==> src/rtl/butterfly_pkg.sv <==
// ---------------------------------------------------------------------------
// butterfly_pkg
// Shared types and constants for the butterfly operand sequencer.
//   drv_state_t   : sequencer states, one per ReadyIn window
//   HOLD_MIN      : shortest legal handshake level hold, in cycles
//   CALC_MIN      : shortest legal calc extension after B and A
//   phase_length(): number of cycles a state is held for a given HOLD/CALC
// ---------------------------------------------------------------------------
package butterfly_pkg;

  localparam int HOLD_MIN = 2;
  localparam int CALC_MIN = 4;

  typedef enum logic [3:0] {
    ST_IDLE,
    ST_W_LO,
    ST_W_HI,
    ST_B_LO,
    ST_B_HI,
    ST_A_LO,
    ST_A_HI,
    ST_Y_LO,
    ST_Z_HI,
    ST_Z_LO,
    ST_DONE
  } drv_state_t;

  // IDLE has no length: it is left on start, not on a timer expiry.
  function automatic int phase_length(drv_state_t s, int hold, int calc);
    int len;
    len = 0;
    case (s)
      ST_W_LO, ST_W_HI, ST_B_LO, ST_A_LO,
      ST_Y_LO, ST_Z_HI, ST_Z_LO:          len = hold;
      ST_B_HI, ST_A_HI:                   len = hold + calc;
      ST_DONE:                            len = 1;
      default:                            len = 0;
    endcase
    return len;
  endfunction

endpackage

==> src/rtl/butterfly_driver_if.sv <==
// ---------------------------------------------------------------------------
// butterfly_driver_if
// Bundles the host-side request, the operand/result buses and the captured
// results of the butterfly operand sequencer.
//   start            : one-cycle transaction request
//   w_in, b_in, a_in : operands, latched when start is accepted
//   result           : display bus coming back from the butterfly
//   ReadyIn          : handshake level toward the butterfly controller
//   data_out         : operand bus toward the butterfly
//   busy, done       : transaction status
//   re_y .. im_z     : captured results
// master = host/test source side, slave = butterfly_driver side.
// ---------------------------------------------------------------------------
interface butterfly_driver_if #(
  parameter int DW = 8
);

  logic          start;
  logic [DW-1:0] w_in;
  logic [DW-1:0] b_in;
  logic [DW-1:0] a_in;
  logic [DW-1:0] result;
  logic          ReadyIn;
  logic [DW-1:0] data_out;
  logic          busy;
  logic          done;
  logic [DW-1:0] re_y;
  logic [DW-1:0] im_y;
  logic [DW-1:0] re_z;
  logic [DW-1:0] im_z;

  modport master (
    output start, w_in, b_in, a_in, result,
    input  ReadyIn, data_out, busy, done, re_y, im_y, re_z, im_z
  );

  modport slave (
    input  start, w_in, b_in, a_in, result,
    output ReadyIn, data_out, busy, done, re_y, im_y, re_z, im_z
  );

endinterface

==> src/rtl/phase_timer.sv <==
// ---------------------------------------------------------------------------
// phase_timer
// Down-counter that measures how long the sequencer stays in a state.
//   Clock  : rising-edge clock
//   nReset : asynchronous active-low reset, count returns to 0
//   load   : reload the count with length (asserted on state entry)
//   length : number of cycles of the state being entered
//   last   : high during the final cycle of the phase (count == 1)
// ---------------------------------------------------------------------------
module phase_timer #(
  parameter int W = 3
) (
  input  logic         Clock,
  input  logic         nReset,
  input  logic         load,
  input  logic [W-1:0] length,
  output logic         last
);

  logic [W-1:0] count;

  // The count parks at 0 once it runs out so an unloaded timer never
  // produces a spurious last flag.
  always_ff @(posedge Clock or negedge nReset) begin
    if (!nReset) begin
      count <= '0;
    end else if (load) begin
      count <= length;
    end else if (count != '0) begin
      count <= count - 1'b1;
    end
  end

  assign last = (count == W'(1));

endmodule

==> src/rtl/butterfly_driver.sv <==
// ---------------------------------------------------------------------------
// butterfly_driver
// Operand sequencer for the FFT butterfly. One accepted start walks the
// butterfly controller through W, B and A on a shared operand bus using the
// ReadyIn level handshake, waits out the calc phases, then steps the
// controller through its four display phases, capturing ReY, ImY, ReZ and
// ImZ from the result bus.
//   Clock   : rising-edge clock
//   nReset  : asynchronous active-low reset
//   bus     : butterfly_driver_if slave modport (start, operands, result,
//             ReadyIn, data_out, busy, done, captured results)
// Parameters: DW word width, HOLD cycles per handshake level, CALC extra
// high-level cycles after B and A.
// ---------------------------------------------------------------------------
module butterfly_driver
  import butterfly_pkg::*;
#(
  parameter int DW   = 8,
  parameter int HOLD = 2,
  parameter int CALC = 4
) (
  input  logic             Clock,
  input  logic             nReset,
  butterfly_driver_if.slave bus
);

  localparam int TW = $clog2(HOLD + CALC + 1);

  if (HOLD < HOLD_MIN) begin : g_hold_too_short
    $error("butterfly_driver: HOLD=%0d is below the minimum of %0d", HOLD, HOLD_MIN);
  end

  if (CALC < CALC_MIN) begin : g_calc_too_short
    $error("butterfly_driver: CALC=%0d is below the minimum of %0d", CALC, CALC_MIN);
  end

  drv_state_t    state;
  drv_state_t    next_state;
  logic          accept;
  logic          timer_load;
  logic [TW-1:0] timer_len;
  logic          timer_last;

  logic [DW-1:0] w_q;
  logic [DW-1:0] b_q;
  logic [DW-1:0] a_q;
  logic [DW-1:0] re_y_q;
  logic [DW-1:0] im_y_q;
  logic [DW-1:0] re_z_q;
  logic [DW-1:0] im_z_q;

  logic          ready_o;
  logic [DW-1:0] data_o;
  logic          busy_o;
  logic          done_o;

  assign accept = (state == ST_IDLE) && bus.start;

  // State register.
  always_ff @(posedge Clock or negedge nReset) begin
    if (!nReset) begin
      state <= ST_IDLE;
    end else begin
      state <= next_state;
    end
  end

  // Next-state logic: every timed state advances on the timer's last cycle;
  // DONE lasts exactly one cycle and start is only looked at in IDLE.
  always_comb begin
    next_state = state;
    case (state)
      ST_IDLE: if (bus.start)  next_state = ST_W_LO;
      ST_W_LO: if (timer_last) next_state = ST_W_HI;
      ST_W_HI: if (timer_last) next_state = ST_B_LO;
      ST_B_LO: if (timer_last) next_state = ST_B_HI;
      ST_B_HI: if (timer_last) next_state = ST_A_LO;
      ST_A_LO: if (timer_last) next_state = ST_A_HI;
      ST_A_HI: if (timer_last) next_state = ST_Y_LO;
      ST_Y_LO: if (timer_last) next_state = ST_Z_HI;
      ST_Z_HI: if (timer_last) next_state = ST_Z_LO;
      ST_Z_LO: if (timer_last) next_state = ST_DONE;
      ST_DONE:                 next_state = ST_IDLE;
      default:                 next_state = ST_IDLE;
    endcase
  end

  // The timer is reloaded with the length of the state being entered on the
  // same edge that enters it, so its count is already valid in the first
  // cycle of the new state.
  assign timer_load = (next_state != state);
  assign timer_len  = TW'(phase_length(next_state, HOLD, CALC));

  phase_timer #(
    .W (TW)
  ) u_phase_timer (
    .Clock  (Clock),
    .nReset (nReset),
    .load   (timer_load),
    .length (timer_len),
    .last   (timer_last)
  );

  // Operands are held locally so the host may change its inputs as soon as
  // start has been accepted.
  always_ff @(posedge Clock or negedge nReset) begin
    if (!nReset) begin
      w_q <= '0;
      b_q <= '0;
      a_q <= '0;
    end else if (accept) begin
      w_q <= bus.w_in;
      b_q <= bus.b_in;
      a_q <= bus.a_in;
    end
  end

  // Each result is taken on the last cycle of its window, when the
  // controller has been in the matching display state for at least a cycle.
  always_ff @(posedge Clock or negedge nReset) begin
    if (!nReset) begin
      re_y_q <= '0;
      im_y_q <= '0;
      re_z_q <= '0;
      im_z_q <= '0;
    end else if (timer_last) begin
      case (state)
        ST_A_HI: re_y_q <= bus.result;
        ST_Y_LO: im_y_q <= bus.result;
        ST_Z_HI: re_z_q <= bus.result;
        ST_Z_LO: im_z_q <= bus.result;
        default: ;
      endcase
    end
  end

  // Outputs follow the state alone. data_out carries the same operand for
  // both the low and the high window so the receiver's store strobe always
  // sees a settled word.
  always_comb begin
    ready_o = 1'b1;
    data_o  = '0;
    busy_o  = 1'b1;
    done_o  = 1'b0;
    case (state)
      ST_IDLE: busy_o = 1'b0;
      ST_W_LO: begin ready_o = 1'b0; data_o = w_q; end
      ST_W_HI: data_o = w_q;
      ST_B_LO: begin ready_o = 1'b0; data_o = b_q; end
      ST_B_HI: data_o = b_q;
      ST_A_LO: begin ready_o = 1'b0; data_o = a_q; end
      ST_A_HI: data_o = a_q;
      ST_Y_LO: ready_o = 1'b0;
      ST_Z_HI: ;
      ST_Z_LO: ready_o = 1'b0;
      ST_DONE: begin busy_o = 1'b0; done_o = 1'b1; end
      default: busy_o = 1'b0;
    endcase
  end

  assign bus.ReadyIn  = ready_o;
  assign bus.data_out = data_o;
  assign bus.busy     = busy_o;
  assign bus.done     = done_o;
  assign bus.re_y     = re_y_q;
  assign bus.im_y     = im_y_q;
  assign bus.re_z     = re_z_q;
  assign bus.im_z     = im_z_q;

endmodule

==> src/flat_wrapper.sv <==
// flat-port wrapper written by rule: the top's interface ports become plain ports
module butterfly_driver_flat import butterfly_pkg::*;
#(
  parameter int DW   = 8,
  parameter int HOLD = 2,
  parameter int CALC = 4
)
  (Clock, nReset, bus_start, bus_w_in, bus_b_in, bus_a_in, bus_result, bus_ReadyIn, bus_data_out, bus_busy, bus_done, bus_re_y, bus_im_y, bus_re_z, bus_im_z);
  butterfly_driver_if #(.DW(DW)) bus_i ();
  input  logic Clock;
  input  logic nReset;
  input wire logic [$bits(bus_i.start)-1:0] bus_start;
  input wire logic [$bits(bus_i.w_in)-1:0] bus_w_in;
  input wire logic [$bits(bus_i.b_in)-1:0] bus_b_in;
  input wire logic [$bits(bus_i.a_in)-1:0] bus_a_in;
  input wire logic [$bits(bus_i.result)-1:0] bus_result;
  output wire logic [$bits(bus_i.ReadyIn)-1:0] bus_ReadyIn;
  output wire logic [$bits(bus_i.data_out)-1:0] bus_data_out;
  output wire logic [$bits(bus_i.busy)-1:0] bus_busy;
  output wire logic [$bits(bus_i.done)-1:0] bus_done;
  output wire logic [$bits(bus_i.re_y)-1:0] bus_re_y;
  output wire logic [$bits(bus_i.im_y)-1:0] bus_im_y;
  output wire logic [$bits(bus_i.re_z)-1:0] bus_re_z;
  output wire logic [$bits(bus_i.im_z)-1:0] bus_im_z;
  assign bus_i.start = bus_start;
  assign bus_i.w_in = bus_w_in;
  assign bus_i.b_in = bus_b_in;
  assign bus_i.a_in = bus_a_in;
  assign bus_i.result = bus_result;
  assign bus_ReadyIn = bus_i.ReadyIn;
  assign bus_data_out = bus_i.data_out;
  assign bus_busy = bus_i.busy;
  assign bus_done = bus_i.done;
  assign bus_re_y = bus_i.re_y;
  assign bus_im_y = bus_i.im_y;
  assign bus_re_z = bus_i.re_z;
  assign bus_im_z = bus_i.im_z;
  butterfly_driver #(.DW(DW), .HOLD(HOLD), .CALC(CALC)) u_core (.Clock(Clock), .nReset(nReset), .bus(bus_i));
endmodule
==> config.mk <==
export PLATFORM = sky130hd
export DESIGN_NAME = butterfly_driver_flat
export DESIGN_NICKNAME = d
export VERILOG_FILES = /design/src/rtl/butterfly_pkg.sv /design/src/rtl/butterfly_driver_if.sv /design/src/rtl/phase_timer.sv /design/src/rtl/butterfly_driver.sv /design/src/flat_wrapper.sv
export SDC_FILE = /design/constraint.sdc
export NUM_CORES = 1
export LEC_CHECK = 0
export ABC_AREA = 1
export BUFFER_PORTS_ARGS = -buffer_cell sky130_fd_sc_hd__clkbuf_2
export CORE_MARGIN = 2
export CORE_UTILIZATION = 35
export CTS_CLUSTER_SIZE = 12
export DETAILED_ROUTE_END_ITERATION = 10
export PLACE_DENSITY = 0.69
export SLEW_MARGIN = 40
export SYNTH_ARGS = -nofsm -noshare
export SYNTH_HDL_FRONTEND = slang
export SYNTH_HIERARCHICAL = 1
export SYNTH_SLANG_ARGS = --single-unit
==> constraint.sdc <==
create_clock -name Clock -period 5.6 [get_ports Clock]
set_clock_uncertainty 0.05 [all_clocks]
set_input_delay 0.84 -clock Clock [delete_from_list [all_inputs] [get_ports Clock]]
set_output_delay 0.84 -clock Clock [all_outputs]
set_load 0.01 [all_outputs]
# Word level (Yosys, flattened, before mapping)
# Memory sizes are Yosys's and may differ from the RTL's.
# Cells that the tools add are included.
[word_totals] register_bits=63 latch_bits=0 ram_bits=0 mem_bits_ro=48 out_inout_bits=43 elab_cells=53 n_memories=1
[mem_list] memory="(name not given)" depth=16 width=3 read_ports=1 rd_ports_with_merged_regs=0 write_ports=0 line_no="butterfly_pkg.sv:32" rtl="case (s)"
[op_classes] add_sub_neg=1 mul=0 div=0 order_cmp=0 n_eq_ne=12 shifts=0 mux=17 bitwise=0 n_reduce_logical=13
[ops] op="4-bit two-way mux" count=10
[ops] op="4-bit one-hot mux with 10 select lines" count=1
[ops] op="8-bit one-hot mux with 3 select lines" count=1
[ops] op="4-bit by 3-bit equality test with 1-bit output (second input constant)" count=4
[ops] op="4-bit equality test (second input constant)" count=3
[ops] op="9-bit OR reduction" count=1
[ops] op="4-bit by 2-bit equality test with 1-bit output (second input constant)" count=2
[ops] op="2-bit AND reduction" count=4
[ops] op="3-bit two-way mux" count=2
[ops] op="2-bit OR reduction" count=3
[ops] op="5-bit OR reduction" count=1
[ops] op="4-bit by 1-bit equality test with 1-bit output (second input constant)" count=1
[ops] op="4-bit logical NOT" count=1
[ops] op="4-bit inequality test" count=1
[ops] op="3-bit by 1-bit equality test with 1-bit output (second input constant)" count=1
[ops] op="1-bit two-way mux" count=3
[ops] op="3-bit nonzero test" count=1
[ops] op="3-bit by 1-bit subtractor with 3-bit output (second input constant)" count=1
[ops] op="2-bit nonzero test" count=1
[ops] op="1-bit logical AND" count=1

# Logic depth before layout (Yosys ltp)
# Gate-level depths: netlist of the first run.
[logic_depth] word_depth=5 depth_mapped=17

# Hierarchy
# The synthesis of the first run kept the hierarchy.
[modules_own_cells] mod="butterfly_driver" n_inst=1 cells_each=259 area_per_inst_um2=2618.8 seq_area_each_um2=1501.4
[modules_own_cells] mod="phase_timer" n_inst=1 cells_each=32 area_per_inst_um2=217.7 seq_area_each_um2=75.1

# Least setup slack after synthesis of the first run
# Ideal clock, no wire load.
[synth_path] path_type="register to register" from="register u_core.u_phase_timer.count[1]" to="register u_core.u_phase_timer.count[1]" setup_time_ps=117 arrival_ps=1961 t_required_ps=5433 path_slack_ps=3472 stages_incl_launch_ff=12 n_path_buf=0 synth_period_minus_slack_ps=2128 cell_sequence="dfrtp_1 inv_1 ha_1 inv_1 nor2_1 nand3_2 nand3_1 nor2_1 o21ai_0 o21ai_0 nand2_1 nand2_1"
[synth_via] elab_chain_len=5 word_cells_on_any_way=18 classes_between="1 x add/sub; 2 x eq/ne; 12 x mux; 2 x reduce/logical; 1 x memory"
[synth_rtl] element="start, declared" line_no="phase_timer.sv:20" rtl="logic [W-1:0] count;"
[synth_rtl] element="start signal, assigned" line_no="phase_timer.sv:28" rtl="count <= length;"
[synth_rtl] element="start signal, assigned" line_no="phase_timer.sv:30" rtl="count <= count - 1'b1;"
[synth_rtl] element="3-bit by 1-bit equality test with 1-bit output *" line_no="phase_timer.sv:34" rtl="assign last = (count == W'(1));"
[synth_rtl] element="via u_core.timer_last" line_no="butterfly_driver.sv:42" rtl="logic timer_last;"
[synth_rtl] element="4-bit two-way mux (tied with other cells)" line_no="butterfly_driver.sv:82" rtl="ST_Z_LO: if (timer_last) next_state = ST_DONE;"
[synth_rtl] element="4-bit one-hot mux with 10 select lines *" line_no="butterfly_driver.sv:72" rtl="case (state)"
[synth_rtl] element="4-bit inequality test *" line_no="butterfly_driver.sv:91" rtl="assign timer_load = (next_state != state);"
[synth_rtl] element="via u_core.timer_load" line_no="butterfly_driver.sv:40" rtl="logic timer_load;"
[synth_rtl] element="3-bit two-way mux / 2-bit nonzero test (equally long branches)"
# The timed path passes the listed nets; every way through them passes the cells marked *. The select of a mux whose other input is x is not followed.
# A chain may end at the register's enable or synchronous reset.

# Worst setup path after layout of the first run
[layout_path] from="register u_core.state[0]" to="output port bus_data_out[1]"
[layout_via] elab_chain_len=3 word_cells_on_any_way=10 classes_between="6 x eq/ne; 1 x mux; 3 x reduce/logical"
[layout_rtl] element="start, declared" line_no="butterfly_driver.sv:37" rtl="drv_state_t state;"
[layout_rtl] element="start signal, assigned" line_no="butterfly_driver.sv:64" rtl="state <= next_state;"
[layout_rtl] element="4-bit by 3-bit equality test with 1-bit output (tied with other cells)" line_no="butterfly_driver.sv:145" rtl="case (state)"
[layout_rtl] element="2-bit OR reduction (no source line)"
[layout_rtl] element="8-bit one-hot mux with 3 select lines *" line_no="butterfly_driver.sv:145"
[layout_rtl] element="end, declared" line_no="flat_wrapper.sv:18" rtl="output wire logic [$bits(bus_i.data_out)-1:0] bus_data_out;"
# Mark *: on every way between the ends. The rest lies on a longest branch, timed or not.

==> metrics.cfg, run 1 <==
[synth]
postSynthCellCount = 291
synth_cell_types = 20
portion_of_the_post_synthesis_area_used_by_sequential_elements_pct = 55.6
synth_nets = 329
yosysWarningCount = 6
synthesis.area_um2 = 2840
synth_seq_cells = 63
postSynthAreaPerCell_um2 = 9.75

[placement]
detailed_place_hpwl_um = 4500
gp_congestion = 0.854
placement.io_buffers = 77
place_worst_setup_slack_ns = 2.79

[final_layout]
final_layout_size_suffix_gt1_share_pct = 32.8
area_delta_synth_final_pct = 22.3
fillers = 795
n_antenna_cell = 0
post-route-util_pct = 44.4
final_net_count = 411

[power]
irDropWorstVdd_mv = 0.205
powerDensity_nw_per_um2 = 564
power.switching_fraction_pct = 38.3
seq_power_share_pct = 39.8
power.clock.fraction_pct = 17.7
netSwitchingPower_w = 0.000750
fin_total_pwr_w = 0.00196
internal-power_w = 0.00121
power.share.combinational_pct = 42.5
leakagePower_nw = 1.83

[timing]
timing.final.hold_violations = 0
tns_ns = 0
final_min_period_over_clock_period_pct = 51.6
max_freq_mhz = 346
final.min_clock_period_ns = 2.89
grt_setup_unrepaired = false
worst_pin_slew_ns = 0.711
max_slew_margin_pct = 52.1
final.setup.worst_slack_ns = 2.71
setup_violations = 0
timing.final.max_slew_violations = 0

[drt]
detailedRoute.firstIterationViolations = 151
via_count = 2216
wl_per_cell_um = 13.1
drcViolationCount = 0
drt_wl_total_um = 6270
drt-vias-per-instance = 4.65
drtPass1Iterations = 4
ant_nets = 0

[worst_setup_path]
critical_path_required_ns = 4.71
worst_ep_arrival_time_ns = 2.00
ff2ff_path_depth = 13
worstSetupPathType = reg -> out
worstPathMaxFanout = 9
end_kind = primary output
setup.worst_path.start_class = register

[floorplanning]
pin_count = 78
core-area_um2 = 7810
dieArea_um2 = 8840
floorplan.initialDensity_pct = 36.3
die-height_um = 94.0
placement_rows = 32
die_width_um = 94.0

[global_route]
grt.met3_usage_pct = 4.17
grt_first_pass_wirelength_um = 10500
grt-ovfl-total = 0
vias_in_the_first_global_route = 2200
grt_use_total_pct = 15.2
global_route.usage.met1_pct = 20.3
grt_antenna_before_repair = 0
global_route.usage.met2_pct = 23.5
gr-max-usage-layer = met2
grt_max_degree = 64

[clock_network]
clk_pin_slew_ns = 0.06
cts_inserted_buffers = 9
postCtsSetupBuffers = 0
clock_insertion_delay_worst_skew_ns = 0.32
ctsLongestPathBuffers = 2
ctsHtreeMaxLevel = 3
clock-sinks = 63
hold_buffers = 0
cts_resized = 0
cts_tree = done
ctsRootBufferMaster = sky130_fd_sc_hd__clkbuf_8

[hold_path]
worst_hold_path.num_cells = 2
min-delay-path-class = reg -> reg

[outcome]
outcome = finished, final reports clean

[run]
timing.max_cap.violations = 0

final cells by class:
cell class / instances / area, um^2 / share of cell area, %
multi-input combinational: 198 / 1110 / 32.1
timing repair buffer: 78 / 397 / 11.4
clock inverter: 1 / 5.00 / 0.144
sequential: 63 / 1580 / 45.4
inverter: 23 / 86.3 / 2.49
tap: 102 / 128 / 3.68
clock buffer: 12 / 165 / 4.76
metrics by stage:
| stage | hold WS [ns] | instance area, um^2 | cells |
|---|---|---|---|
| floorplan | 0.392 | 2840 | 291 |
| global placement | 0.407 | 3300 | 464 |
| detailed placement | 0.422 | 3300 | 464 |
| CTS | 0.437 | 3470 | 477 |
| global route | 0.460 | 3470 | 477 |
| finish | 0.433 | 3470 | 477 |
worst paths after layout:
kind                                                                start                                         to  slack, ns
max in group asynchronous                                          nReset             u_core/bus.re_z[4]$_DFFE_PN0P_       4.55
min in group asynchronous                                          nReset                  u_core/b_q[7]$_DFFE_PN0P_       0.52
worst min-delay path            u_core/u_phase_timer/count[1]$_DFFE_PN0P_  u_core/u_phase_timer/count[1]$_DFFE_PN0P_       0.43
worst max-delay path                            u_core/state[0]$_DFF_PN0_                            bus_data_out[1]       2.71
worst max register to register  u_core/u_phase_timer/count[1]$_DFFE_PN0P_  u_core/u_phase_timer/count[1]$_DFFE_PN0P_       2.77
worst min register to register  u_core/u_phase_timer/count[1]$_DFFE_PN0P_  u_core/u_phase_timer/count[1]$_DFFE_PN0P_       0.43
power by group through the flow:
| stage | logic [W] | registers (W) | clock network (W) |
|---|---|---|---|
| after global placement | 0.000829 | 0.000777 | 0 |
| final | 0.000832 | 0.000779 | 0.000345 |
| after CTS | 0.000844 | 0.000779 | 0.000355 |
| after global routing | 0.000942 | 0.000802 | 0.000376 |
| after floorplan | 0.000556 | 0.000788 | 0 |
| after detailed placement | 0.000842 | 0.000784 | 0 |
kinds of logic after synthesis:
family	share of synthesized area [%]
buffers and inverters	5.20
adder cells (fa/ha/maj)	1.32
flip-flops	55.6
multiplexers	10.9
AND/OR/NAND/NOR	19.8
AO/OA/AOI/OAI	7.23
worst max-delay path, cell delays in order, from the launching register on:
cell	delay, ns
sky130_fd_sc_hd__dfrtp_1	0.50
sky130_fd_sc_hd__inv_1	0.13
sky130_fd_sc_hd__nand2_1	0.07
sky130_fd_sc_hd__nand2_1	0.10
sky130_fd_sc_hd__inv_1	0.06
sky130_fd_sc_hd__nor2_1	0.46
sky130_fd_sc_hd__nand2_1	0.10
sky130_fd_sc_hd__nand3_1	0.12
sky130_fd_sc_hd__clkbuf_2	0.14
flip-flops by register name, summed over array words and instances (netlist names):
name	count
u_core/a_q	8
u_core/b_q	8
u_core/bus.im_y	8
u_core/bus.im_z	8
u_core/bus.re_y	8
u_core/bus.re_z	8
u_core/state	4
u_core/u_phase_timer/count	3
u_core/w_q	8
routing by layer:
layer	wire, um	up-vias	share of wire, %
met3	291	8	4.6
li1	-	1102	-
met2	3040	54	48
met4	107	0	1.7
met1	2830	1052	45
met5	0	-	0
cells in the mapped netlist:
master,number,area (um^2)
sky130_fd_sc_hd__nand2_1,81,304
sky130_fd_sc_hd__dfrtp_1,63,1580
sky130_fd_sc_hd__nor2_1,26,97.6
sky130_fd_sc_hd__inv_1,23,86.3
sky130_fd_sc_hd__o21ai_0,22,110
sky130_fd_sc_hd__a21oi_1,19,95.1
sky130_fd_sc_hd__mux2_2,14,158
sky130_fd_sc_hd__nand3_1,13,65.1
sky130_fd_sc_hd__mux2_4,10,150
sky130_fd_sc_hd__buf_4,3,22.5
sky130_fd_sc_hd__buf_6,3,33.8
sky130_fd_sc_hd__ha_1,3,37.5
sky130_fd_sc_hd__nand3_2,2,20.0
sky130_fd_sc_hd__nor2_2,2,12.5
sky130_fd_sc_hd__nor2_4,2,22.5
sky130_fd_sc_hd__buf_2,1,5.00
sky130_fd_sc_hd__nand3_4,1,17.5
sky130_fd_sc_hd__nand3b_1,1,7.51
sky130_fd_sc_hd__nor3_1,1,5.00
sky130_fd_sc_hd__nor3_2,1,10.0
cell usage in the layout, fill, tap and decap left out:
master / synthesis / layout
sky130_fd_sc_hd__nand2_1: 81 / 81
sky130_fd_sc_hd__clkbuf_2: 0 / 77
sky130_fd_sc_hd__dfrtp_1: 63 / 63
sky130_fd_sc_hd__nor2_1: 26 / 26
sky130_fd_sc_hd__inv_1: 23 / 23
sky130_fd_sc_hd__o21ai_0: 22 / 22
sky130_fd_sc_hd__a21oi_1: 19 / 19
sky130_fd_sc_hd__mux2_2: 14 / 14
sky130_fd_sc_hd__nand3_1: 13 / 13
sky130_fd_sc_hd__clkbuf_8: 0 / 12
sky130_fd_sc_hd__mux2_4: 10 / 10
sky130_fd_sc_hd__ha_1: 3 / 3
sky130_fd_sc_hd__nor2_4: 2 / 2
sky130_fd_sc_hd__nor2_2: 2 / 2
sky130_fd_sc_hd__nand3_2: 2 / 2
sky130_fd_sc_hd__clkinv_2: 0 / 1
sky130_fd_sc_hd__nand3_4: 1 / 1
sky130_fd_sc_hd__nor3_2: 1 / 1
sky130_fd_sc_hd__nor3_1: 1 / 1
sky130_fd_sc_hd__buf_6: 3 / 1
sky130_fd_sc_hd__nand3b_1: 1 / 1
Power figures use the tool's default switching activity.
==> run 2: changes to the inputs <==
- PLACE_DENSITY: 0.69 -> 0.71
- clock period: 5.6 -> 2.6 ns (I/O delays scaled with it)
==> metrics.cfg, run 2 (synthesized netlist as in run 1, its figures left out) <==
[global_route]
grt_antenna_before_repair = 0  ; unchanged
grt_max_degree = 35  ; -45%
grt-ovfl-total = 0  ; unchanged
vias_in_the_first_global_route = 2268  ; +3.1%
grt_first_pass_wirelength_um = 10800  ; +3.0%
grt_use_total_pct = 15.7  ; +0.41 points

[hold_path]
worst_hold_end = u_core/b_q[1]$_DFFE_PN0P_
min-delay-path-class = in -> reg
hp-start = bus_b_in[1]
worst_hold_path.num_cells = 2  ; unchanged

[clock_network]
ctsLongestPathBuffers = 2  ; unchanged
clk_pin_slew_ns = 0.07  ; about the same
clock_insertion_delay_worst_skew_ns = 0.33  ; about the same
postCtsSetupBuffers = 0  ; unchanged
cts_tree = done
cts_inserted_buffers = 9  ; unchanged
ctsHtreeMaxLevel = 3  ; unchanged
ctsRootBufferMaster = sky130_fd_sc_hd__clkbuf_8
clock-sinks = 63  ; unchanged

[power]
seq_power_share_pct = 37.5  ; -2.3 points
fin_total_pwr_w = 0.00448  ; +130%
internal-power_w = 0.00276  ; +130%
power.share.combinational_pct = 41.5  ; -1.0 points
irDropWorstVdd_mv = 0.483  ; +140%
powerDensity_nw_per_um2 = 1240  ; +120%
leakagePower_nw = 1.89  ; +3.3%
netSwitchingPower_w = 0.00172  ; +130%
power.switching_fraction_pct = 38.3  ; about the same
power.clock.fraction_pct = 21.0  ; +3.3 points

[timing]
timing.final.max_slew_violations = 0  ; unchanged
setup_violations = 0  ; unchanged
timing.final.hold_violations = 0  ; unchanged
max_slew_margin_pct = 50.3  ; -1.7 points
final.setup.worst_slack_ns = 0.254  ; -2.45 ns
final.min_clock_period_ns = 2.35
max_freq_mhz = 426
worst_pin_slew_ns = 0.737  ; +0.0257 ns
grt_setup_unrepaired = false
tns_ns = 0  ; unchanged
final_min_period_over_clock_period_pct = 90.2

[final_layout]
final_layout_size_suffix_gt1_share_pct = 34.8  ; +2.0 points
post-route-util_pct = 46.1  ; +1.7 points
finalNonFillerCells = 490  ; +2.7%
layout.cells.most_common_list = 81 x sky130_fd_sc_hd__nand2_1, 77 x sky130_fd_sc_hd__clkbuf_2, 63 x sky130_fd_sc_hd__dfrtp_1, 26 x sky130_fd_sc_hd__nor2_1, 23 x sky130_fd_sc_hd__inv_1
fillers = 746  ; -6.2%
final_net_count = 421  ; +2.4%
n_antenna_cell = 0  ; unchanged
area_delta_synth_final_pct = 27.0
most_common_library_cell_in_the_layout_ignoring_fill_and_taps = sky130_fd_sc_hd__nand2_1

[drt]
drt-vias-per-instance = 4.63  ; -0.24%
drtPass1Iterations = 4  ; unchanged
drcViolationCount = 0  ; unchanged
detailedRoute.firstIterationViolations = 111  ; -26%
drt_wl_total_um = 6490  ; +3.6%
wl_per_cell_um = 13.2  ; +0.81%
via_count = 2271  ; +2.5%
ant_nets = 0  ; unchanged

[worst_setup_path]
critical_path_required_ns = 2.16  ; -2.55 ns
ff2ff_path_depth = 12  ; -1
setup.worst_path.start_class = register
worstPathMaxFanout = 8  ; -1
worst_ep_arrival_time_ns = 1.91  ; -0.09 ns
r2r-end = u_core/u_phase_timer/count[1]$_DFFE_PN0P_
worstSetupPathType = reg -> out
end_kind = primary output
r2r_setup_slack_ns = 0.32  ; -2.45 ns
critical_path.reg2reg.startpoint = u_core/u_phase_timer/count[1]$_DFFE_PN0P_

[floorplanning]
floorplan.initialDensity_pct = 36.3  ; unchanged
die-height_um = 94.0  ; unchanged
placement_rows = 32  ; unchanged
dieArea_um2 = 8840  ; unchanged
core-area_um2 = 7810  ; unchanged
pin_count = 78  ; unchanged
die_width_um = 94.0  ; unchanged

[placement]
place_worst_setup_slack_ns = 0.358  ; -2.43 ns
place_inst = 473  ; +1.9%
detailed_place_hpwl_um = 4690  ; +4.3%
placement.io_buffers = 77  ; unchanged
gp_congestion = 0.940  ; +10%

[outcome]
outcome = finished, final reports clean

[run]
timing.max_cap.violations = 0  ; unchanged

==> run 2: changes by cell type in the layout (fill, tap and decap cells not counted), moves of 2 or more <==
cell and delta:
sky130_fd_sc_hd__buf_4 +10, sky130_fd_sc_hd__clkinvlp_4 +2, sky130_fd_sc_hd__bufinv_16 +2, sky130_fd_sc_hd__clkinv_4 +2
sky130_fd_sc_hd__clkbuf_8 -3
==> run 2: critical path, cell delays in order (launching register included) <==
cell	delay [ns]
sky130_fd_sc_hd__dfrtp_1	0.49
sky130_fd_sc_hd__inv_1	0.10
sky130_fd_sc_hd__nor2_1	0.23
sky130_fd_sc_hd__nand2_1	0.12
sky130_fd_sc_hd__nand2_1	0.30
sky130_fd_sc_hd__nand2_1	0.10
sky130_fd_sc_hd__nand3_1	0.11
sky130_fd_sc_hd__clkbuf_2	0.13
==> run 2: power groups by stage <==
stage | clock, W | sequential, W | combinational, W
final | 0.000940 | 0.00168 | 0.00186
after CTS | 0.000968 | 0.00168 | 0.00186
after global placement | 0 | 0.00167 | 0.00182
after detailed placement | 0 | 0.00168 | 0.00186
after global routing | 0.00101 | 0.00173 | 0.00208
after floorplan | 0 | 0.00170 | 0.00120
==> run 2: layout make-up <==
class / count / area [um^2] / share of cell area [%]
well taps: 102 / 128 / 3.54
repair buffers: 88 / 470 / 13.1
clock inverters: 7 / 97.6 / 2.71
flip-flops and latches: 63 / 1580 / 43.8
clock buffers: 9 / 124 / 3.44
multi-input cells: 198 / 1120 / 31.1
inverters: 23 / 86.3 / 2.40
==> run 2: worst max path at each step <==
stage	start	endpoint	slack, ns
floorplan	u_core/u_phase_timer/count[1]$_DFFE_PN0P_	u_core/u_phase_timer/count[1]$_DFFE_PN0P_	0.47
global placement	u_core/u_phase_timer/count[0]$_DFFE_PN0P_	u_core/u_phase_timer/count[1]$_DFFE_PN0P_	0.48
detailed placement	u_core/u_phase_timer/count[1]$_DFFE_PN0P_	u_core/u_phase_timer/count[1]$_DFFE_PN0P_	0.36
CTS	u_core/state[0]$_DFF_PN0_	bus_data_out[0]	0.17
global route	u_core/u_phase_timer/count[1]$_DFFE_PN0P_	u_core/u_phase_timer/count[1]$_DFFE_PN0P_	0.08
finish	u_core/state[2]$_DFF_PN0_	bus_data_out[1]	0.25
==> run 2: layer usage <==
| layer | part of all wire (%) | track usage (%) | vias up |
|---|---|---|---|
| li1 | - | - | 1129 |
| met5 | 0 | 0 | - |
| met2 | 49 | 24.8 | 51 |
| met1 | 44 | 20.8 | 1083 |
| met4 | 1.5 | 5.07 | 0 |
| met3 | 5.2 | 4.41 | 8 |
==> run 2: timing repair <==
| action | in CTS | in global routing |
|---|---|---|
| gates resized for setup | 0 | 1 |
| hold buffers | 1 | 0 |
| endpoints found under the setup margin | 0 | 4 |
| hold endpoints to repair | 2 | 0 |
==> run 2: through the flow <==
step                      area, um^2  hold slack, ns
after floorplan                 2840          0.0444
after global placement          3360           0.145
after detailed placement        3360           0.146
after CTS                       3590           0.221
after global routing            3600           0.223
final                           3600           0.232
